<file path="config.mk">
export PLATFORM = sky130hd
export DESIGN_NAME = pipeline_trace_buffer_flat
export DESIGN_NICKNAME = d
export VERILOG_FILES = /design/src/rtl/pipeline_trace_buffer_if.sv /design/src/rtl/pipeline_trace_buffer.sv /design/src/flat_wrapper.sv
export SDC_FILE = /design/constraint.sdc
export NUM_CORES = 1
export LEC_CHECK = 0
export ABC_AREA = 1
export BUFFER_PORTS_ARGS = -buffer_cell sky130_fd_sc_hd__buf_2
export CORE_UTILIZATION = 45
export CTS_BUF_LIST = sky130_fd_sc_hd__clkbuf_8
export CTS_CLUSTER_SIZE = 8
export DETAILED_ROUTE_END_ITERATION = 16
export SYNTH_ARGS = -nofsm -noshare
export SYNTH_HDL_FRONTEND = slang
export SYNTH_SLANG_ARGS = --single-unit
</file>
<file path="constraint.sdc">
create_clock -name clk -period 12.7 [get_ports clk]
set_clock_uncertainty 0.1 [all_clocks]
set_input_delay 1.27 -clock clk [delete_from_list [all_inputs] [get_ports clk]]
set_output_delay 1.27 -clock clk [all_outputs]
set_load 0.01 [all_outputs]
</file>
<file path="src/rtl/pipeline_trace_buffer_if.sv">
// Readout port of the pipeline trace buffer: oldest-first valid/ready stream.
interface pipeline_trace_buffer_if #(
    parameter int DATA_W = 32,
    parameter int REG_AW = 4,
    parameter int TS_W   = 16
);
    logic              rd_valid;
    logic              rd_ready;
    logic              rd_kind;
    logic [REG_AW-1:0] rd_tag;
    logic [DATA_W-1:0] rd_data;
    logic [TS_W-1:0]   rd_ts;

    modport master (
        output rd_valid, rd_kind, rd_tag, rd_data, rd_ts,
        input  rd_ready
    );

    modport slave (
        input  rd_valid, rd_kind, rd_tag, rd_data, rd_ts,
        output rd_ready
    );
endinterface

</file>
<file path="src/rtl/pipeline_trace_buffer.sv">
// Trace capture beside the TessiaX32 core: records writeback register writes
// and taken branches into a circular buffer with pre-trigger history, a
// programmable trigger and post-trigger count, then drains oldest-first.
//
//   state      | meaning
//   -----------+--------------------------------------------------------
//   S_IDLE     | no capture, buffer empty, readout disabled
//   S_ARMED    | capturing history (overwrite oldest), watching trigger
//   S_TRIG     | capturing, counting down post-trigger entries
//   S_DONE     | capture frozen, buffer drained over the rd port
module pipeline_trace_buffer #(
    parameter int DATA_W = 32,
    parameter int REG_AW = 4,
    parameter int DEPTH  = 16,
    parameter int TS_W   = 16,
    parameter int CNT_W  = $clog2(DEPTH) + 1
) (
    input  logic              clk,
    input  logic              reset,
    input  logic              arm,
    input  logic              abort,
    input  logic              trig_on_reg,
    input  logic [REG_AW-1:0] trig_reg,
    input  logic              trig_on_branch,
    input  logic [CNT_W-1:0]  post_count,
    input  logic              wb_we,
    input  logic [REG_AW-1:0] wb_reg,
    input  logic [DATA_W-1:0] wb_data,
    input  logic              ex_branch,
    input  logic [DATA_W-1:0] ex_target,
    input  logic [3:0]        ex_flags,
    pipeline_trace_buffer_if.master rd,
    output logic [1:0]        state,
    output logic [CNT_W-1:0]  count,
    output logic [7:0]        dropped
);

    localparam int PTR_W = $clog2(DEPTH);
    localparam logic [CNT_W-1:0] DEPTH_C    = CNT_W'(DEPTH);
    localparam logic [CNT_W-1:0] POST_MAX_C = CNT_W'(DEPTH - 1);
    localparam logic [CNT_W-1:0] CNT_ONE    = CNT_W'(1);
    localparam logic [PTR_W-1:0] PTR_ONE    = PTR_W'(1);
    localparam logic [TS_W-1:0]  TS_ONE     = TS_W'(1);

    typedef enum logic [1:0] {
        S_IDLE  = 2'd0,
        S_ARMED = 2'd1,
        S_TRIG  = 2'd2,
        S_DONE  = 2'd3
    } state_t;

    state_t            state_q, state_d;
    logic [PTR_W-1:0]  wr_ptr_q, wr_ptr_d;
    logic [PTR_W-1:0]  rd_ptr_q, rd_ptr_d;
    logic [CNT_W-1:0]  count_q, count_d;
    logic [CNT_W-1:0]  remain_q, remain_d;
    logic [7:0]        dropped_q, dropped_d;
    logic [TS_W-1:0]   ts_q, ts_d;

    logic              mem_kind_q [DEPTH];
    logic [REG_AW-1:0] mem_tag_q  [DEPTH];
    logic [DATA_W-1:0] mem_data_q [DEPTH];
    logic [TS_W-1:0]   mem_ts_q   [DEPTH];

    logic              wr_en;
    logic [REG_AW-1:0] flags_tag;
    logic [REG_AW-1:0] wr_tag;
    logic [DATA_W-1:0] wr_data;
    logic              ev_any;
    logic              trig_hit;
    logic [CNT_W-1:0]  post_clamped;
    logic              rd_valid_int;
    logic              pop;

    // Branch flags are zero-extended or truncated to fit the tag field.
    always_comb begin
        flags_tag = '0;
        for (int i = 0; i < REG_AW && i < 4; i++) begin
            flags_tag[i] = ex_flags[i];
        end
    end

    assign wr_tag       = wb_we ? wb_reg  : flags_tag;
    assign wr_data      = wb_we ? wb_data : ex_target;
    assign ev_any       = wb_we | ex_branch;
    assign trig_hit     = (trig_on_reg & wb_we & (wb_reg == trig_reg)) | (trig_on_branch & ex_branch);
    assign post_clamped = (post_count > POST_MAX_C) ? POST_MAX_C : post_count;
    assign rd_valid_int = (state_q == S_DONE) && (count_q != '0);
    assign pop          = rd_valid_int & rd.rd_ready;

    // Next-state: abort beats arm; capture in ARMED/TRIG, pop in DONE.
    always_comb begin
        state_d   = state_q;
        wr_ptr_d  = wr_ptr_q;
        rd_ptr_d  = rd_ptr_q;
        count_d   = count_q;
        remain_d  = remain_q;
        dropped_d = dropped_q;
        ts_d      = ts_q + TS_ONE;
        wr_en     = 1'b0;
        if (abort) begin
            state_d  = S_IDLE;
            wr_ptr_d = '0;
            rd_ptr_d = '0;
            count_d  = '0;
        end else if (arm) begin
            state_d   = S_ARMED;
            wr_ptr_d  = '0;
            rd_ptr_d  = '0;
            count_d   = '0;
            dropped_d = '0;
        end else begin
            case (state_q)
                S_ARMED, S_TRIG: begin
                    if (ev_any) begin
                        wr_en    = 1'b1;
                        wr_ptr_d = wr_ptr_q + PTR_ONE;
                        // Full buffer keeps the newest DEPTH entries.
                        if (count_q == DEPTH_C) begin
                            rd_ptr_d = rd_ptr_q + PTR_ONE;
                        end else begin
                            count_d = count_q + CNT_ONE;
                        end
                        if (wb_we && ex_branch && (dropped_q != 8'hFF)) begin
                            dropped_d = dropped_q + 8'd1;
                        end
                        if (state_q == S_ARMED) begin
                            if (trig_hit) begin
                                remain_d = post_clamped;
                                state_d  = (post_clamped == '0) ? S_DONE : S_TRIG;
                            end
                        end else begin
                            remain_d = remain_q - CNT_ONE;
                            if (remain_q == CNT_ONE) begin
                                state_d = S_DONE;
                            end
                        end
                    end
                end
                S_DONE: begin
                    if (pop) begin
                        rd_ptr_d = rd_ptr_q + PTR_ONE;
                        count_d  = count_q - CNT_ONE;
                    end
                end
                default: ;
            endcase
        end
    end

    // Control state register with asynchronous clear.
    always_ff @(posedge clk or negedge reset) begin
        if (!reset) begin
            state_q   <= S_IDLE;
            wr_ptr_q  <= '0;
            rd_ptr_q  <= '0;
            count_q   <= '0;
            remain_q  <= '0;
            dropped_q <= '0;
            ts_q      <= '0;
        end else begin
            state_q   <= state_d;
            wr_ptr_q  <= wr_ptr_d;
            rd_ptr_q  <= rd_ptr_d;
            count_q   <= count_d;
            remain_q  <= remain_d;
            dropped_q <= dropped_d;
            ts_q      <= ts_d;
        end
    end

    // Entry storage; stale contents are unreachable once count is cleared.
    always_ff @(posedge clk) begin
        if (wr_en) begin
            mem_kind_q[wr_ptr_q] <= ~wb_we;
            mem_tag_q[wr_ptr_q]  <= wr_tag;
            mem_data_q[wr_ptr_q] <= wr_data;
            mem_ts_q[wr_ptr_q]   <= ts_q;
        end
    end

    assign rd.rd_valid = rd_valid_int;
    assign rd.rd_kind  = rd_valid_int ? mem_kind_q[rd_ptr_q] : 1'b0;
    assign rd.rd_tag   = rd_valid_int ? mem_tag_q[rd_ptr_q]  : '0;
    assign rd.rd_data  = rd_valid_int ? mem_data_q[rd_ptr_q] : '0;
    assign rd.rd_ts    = rd_valid_int ? mem_ts_q[rd_ptr_q]   : '0;

    assign state   = state_q;
    assign count   = count_q;
    assign dropped = dropped_q;

endmodule

</file>
<file path="src/flat_wrapper.sv">
// flat-port wrapper written by rule: the top's interface ports become plain ports
module pipeline_trace_buffer_flat 
#(
    parameter int DATA_W = 32,
    parameter int REG_AW = 4,
    parameter int DEPTH  = 16,
    parameter int TS_W   = 16,
    parameter int CNT_W  = $clog2(DEPTH) + 1
)
  (clk, reset, arm, abort, trig_on_reg, trig_reg, trig_on_branch, post_count, wb_we, wb_reg, wb_data, ex_branch, ex_target, ex_flags, state, count, dropped, rd_rd_valid, rd_rd_kind, rd_rd_tag, rd_rd_data, rd_rd_ts, rd_rd_ready);
  pipeline_trace_buffer_if #(.DATA_W(DATA_W), .REG_AW(REG_AW), .TS_W(TS_W)) rd_i ();
  input  logic clk;
  input  logic reset;
  input  logic arm;
  input  logic abort;
  input  logic trig_on_reg;
  input  logic [REG_AW-1:0] trig_reg;
  input  logic trig_on_branch;
  input  logic [CNT_W-1:0] post_count;
  input  logic wb_we;
  input  logic [REG_AW-1:0] wb_reg;
  input  logic [DATA_W-1:0] wb_data;
  input  logic ex_branch;
  input  logic [DATA_W-1:0] ex_target;
  input  logic [3:0] ex_flags;
  output logic [1:0] state;
  output logic [CNT_W-1:0] count;
  output logic [7:0] dropped;
  output wire logic [$bits(rd_i.rd_valid)-1:0] rd_rd_valid;
  output wire logic [$bits(rd_i.rd_kind)-1:0] rd_rd_kind;
  output wire logic [$bits(rd_i.rd_tag)-1:0] rd_rd_tag;
  output wire logic [$bits(rd_i.rd_data)-1:0] rd_rd_data;
  output wire logic [$bits(rd_i.rd_ts)-1:0] rd_rd_ts;
  input wire logic [$bits(rd_i.rd_ready)-1:0] rd_rd_ready;
  assign rd_rd_valid = rd_i.rd_valid;
  assign rd_rd_kind = rd_i.rd_kind;
  assign rd_rd_tag = rd_i.rd_tag;
  assign rd_rd_data = rd_i.rd_data;
  assign rd_rd_ts = rd_i.rd_ts;
  assign rd_i.rd_ready = rd_rd_ready;
  pipeline_trace_buffer #(.DATA_W(DATA_W), .REG_AW(REG_AW), .DEPTH(DEPTH), .TS_W(TS_W), .CNT_W(CNT_W)) u_core (.clk(clk), .reset(reset), .arm(arm), .abort(abort), .trig_on_reg(trig_on_reg), .trig_reg(trig_reg), .trig_on_branch(trig_on_branch), .post_count(post_count), .wb_we(wb_we), .wb_reg(wb_reg), .wb_data(wb_data), .ex_branch(ex_branch), .ex_target(ex_target), .ex_flags(ex_flags), .rd(rd_i), .state(state), .count(count), .dropped(dropped));
endmodule
</file>
==> impl_metrics.json <==
{
  "multi_input_area_sq_um": 9140,
  "die_w_microns": 289,
  "grt_max_degree": 169,
  "grt_pass1_vias": 23200,
  "avgSynthCellArea_sq_um": 11.4,
  "yosysTopAreaCellShare": 0.686,
  "wl_per_cell_microns": 20.8,
  "yosys.cell_types.count": 29,
  "synthesis.area_sq_um": 37100,
  "worstMarginPinSlew_ps": 1110,
  "slew_headroom": 0.263,
  "critPathRequiredTime_ps": 11330,
  "globalRouteOverflowTotal": 0,
  "htreeDepth": 4,
  "yosysWarnings": 0,
  "drt_iter0_drc": 2373,
  "hold_violations": 0,
  "die_y_microns": 289,
  "fin_crit_sh": 0.477,
  "fill_cells": 7055,
  "cts.clk_slew.worst_paths_ps": 60,
  "die-area_sq_um": 83700,
  "path_common_cell": "buf_4",
  "leakage_nw": 15.4,
  "syn2layout_area_growth_pct": 11.0,
  "routed_wl_microns": 95000,
  "nNetsFinal": 3507,
  "cp-end-kind": "output port",
  "regArea_sq_um": 26600,
  "tns_ps": 0,
  "fmax_mhz": 165,
  "io_pins": 159,
  "drv_slew": 0,
  "seq_area_frac_synth": 0.716,
  "synth_largest_area_cell": "edfxtp_1",
  "ys.flop_type": "edfxtp_1",
  "cts_sinks": 892,
  "synth-edff-count": 848,
  "dp_hpwl_microns": 45200,
  "cp_max_fo": 88,
  "start_util": 0.458,
  "cp.depth": 7,
  "instances_no_fill": 4568,
  "antenna_left": 0,
  "cts_inserted_buffers": 146,
  "arrival_ps": 4690,
  "grt_first_pass_wirelength_microns": 142000,
  "vdd_drop_max_mv": 0.0819,
  "final_common_cell": "edfxtp_1",
  "cpMaxStageDelayCell": "dfrtp_4",
  "crit_buf_inv": 3,
  "drive_gt1_frac": 0.116,
  "setup_viol": 0,
  "yosys_register_bits": 892,
  "fp.coreArea_sq_um": 81100,
  "synth.area.top_cells": "edfxtp_1 69%, nor2_1 8.5%, nand3_1 3.8%, nand2_1 3.4%, o21ai_0 3.4%",
  "cts_tree": "yes",
  "slowest_delay_ps": 1050,
  "cp-start-kind": "flop",
  "clock_latency_ps": 800,
  "gp_congestion": 0.753,
  "crit_family": "buffers and inverters",
  "async_flop_share": 0.0493,
  "max-cap-violations": 0,
  "reg2reg_depth": 7,
  "layout_min_cycle_time_ps": 6060,
  "grt_usage": 0.228,
  "hold_path_class": "reg -> reg",
  "mostFrequentLayoutCells": "848 x edfxtp_1, 822 x nor2_1, 336 x nand2_1",
  "vias": 24400,
  "rows": 104,
  "syn-num-nets": 3349,
  "outcome": "finished clean",
  "ctsHoldBuffers": 0,
  "rsz0062_at_grt": "no",
  "post_cts_resized": 0,
  "portBuffers": 158,
  "placed_cells_incl_taps": 4313,
  "whs_path_depth": 2,
  "dr.pass1.iters": 5,
  "synthCells": 3243,
  "antenna_found_initial": 2,
  "cts_buffer_depth": 3,
  "cts_setup_buffers": 0,
  "root_buffer": "clkbuf_8",
  "power_density_nw_per_um2": 145,
  "drc": 0,
  "critPathKind": "reg -> out",
  "crit_chain": "buf_4 -> buf_4 -> o21ai_0 -> o21ai_1 -> nand3_1 -> a21oi_1 -> buf_2",
  "via_per_inst": 5.35
}
==> worst min-delay path: cells and delay by family, from the launching register on <==
family           cells  cell delay [ps]
flip-flops           1              340
AND/OR/NAND/NOR      1               50
AO/OA/AOI/OAI        1               70
==> power breakdown <==
| group | leakage [nW] | internal [mW] | switching, mW |
|---|---|---|---|
| clock network | 1.53 | 1.12 | 1.12 |
| logic | 5.42 | 0.139 | 0.329 |
| registers | 8.45 | 3.24 | 0.0262 |
==> cells in the mapped netlist, types with 2 or more instances <==
library cell / number
edfxtp_1: 848
xor2_1: 18
ha_1: 15
buf_4: 10
o211ai_1: 27
inv_1: 123
clkbuf_1: 78
buf_1: 17
buf_6: 33
nor3_1: 4
nor2_1: 838
nand4_1: 7
o21ai_0: 249
nand2_1: 337
inv_2: 4
nand2_2: 2
buf_2: 52
or2_2: 3
xnor2_1: 5
dfrtp_1: 44
o21ai_1: 149
a21oi_1: 92
nand3_1: 282
==> layer usage <==
| layer | share of wire | up-vias | routed length, microns | track usage |
|---|---|---|---|---|
| met5 | 0 | - | 0 | 0 |
| met4 | 0.021 | 0 | 1990 | 0.0755 |
| met3 | 0.059 | 139 | 5580 | 0.0341 |
| met2 | 0.49 | 833 | 46200 | 0.378 |
| met1 | 0.43 | 11900 | 41200 | 0.309 |
| li1 | - | 11600 | - | - |
==> registers in the layout, summed over array words and instances (netlist names), 5 cells and up <==
signal	flops
u_core.dropped	8
u_core.mem_tag_q	64
u_core.mem_ts_q	256
u_core.count	5
u_core.mem_kind_q	16
u_core.ts_q	16
u_core.remain_q	5
u_core.mem_data_q	512
==> final cells by class <==
type	count	share of cell area
timing repair buffer	200	0.0268
antenna	2	0.000121
tap	1060	0.0322
multi-input combinational	2033	0.222
clock inverter	99	0.0105
clock buffer	154	0.0514
sequential	892	0.645
inverter	128	0.0122
==> cell families after synthesis <==
kind of cell / Yosys count / share of synthesized area
and+or+nand+nor: 1476 / 0.160
DFF: 892 / 0.716
AOI/OAI and AO/OA: 518 / 0.0717
buffers and inverters: 318 / 0.0416
xor gates and xnor gates: 23 / 0.00543
adders and majority gates: 16 / 0.00559
==> final timing paths <==
| kind | from | endpoint | slack [ps] |
|---|---|---|---|
| setup / recovery | u_core.rd_ptr_q[1] | rd_rd_ts[6] | 6640 |
| max in group asynchronous | reset | u_core.rd_ptr_q[1] | 11540 |
| hold / removal | u_core.remain_q[4] | u_core.remain_q[4] | 390 |
| min in group asynchronous | reset | u_core.dropped[1] | 470 |
| hold reg to reg | u_core.remain_q[4] | u_core.remain_q[4] | 390 |
| setup reg to reg | u_core.state[0] | u_core.mem_data_q[4][13] | 8870 |
==> stage by stage <==
step                power [mW]  instance area [sq um]  utilization  hold slack, ps  setup WS (ps)
floorplan                 3.69                  37100            -             353           7890
global placement          3.79                  38700        0.477             368           7370
detailed placement        3.80                  38700        0.477             385           7360
CTS                       6.01                  41200        0.508             399           6480
global route              6.20                  41200        0.508             429           6320
finish                    5.97                  41200        0.508             394           6640
Note: power is estimated with default switching activity, not from simulation.
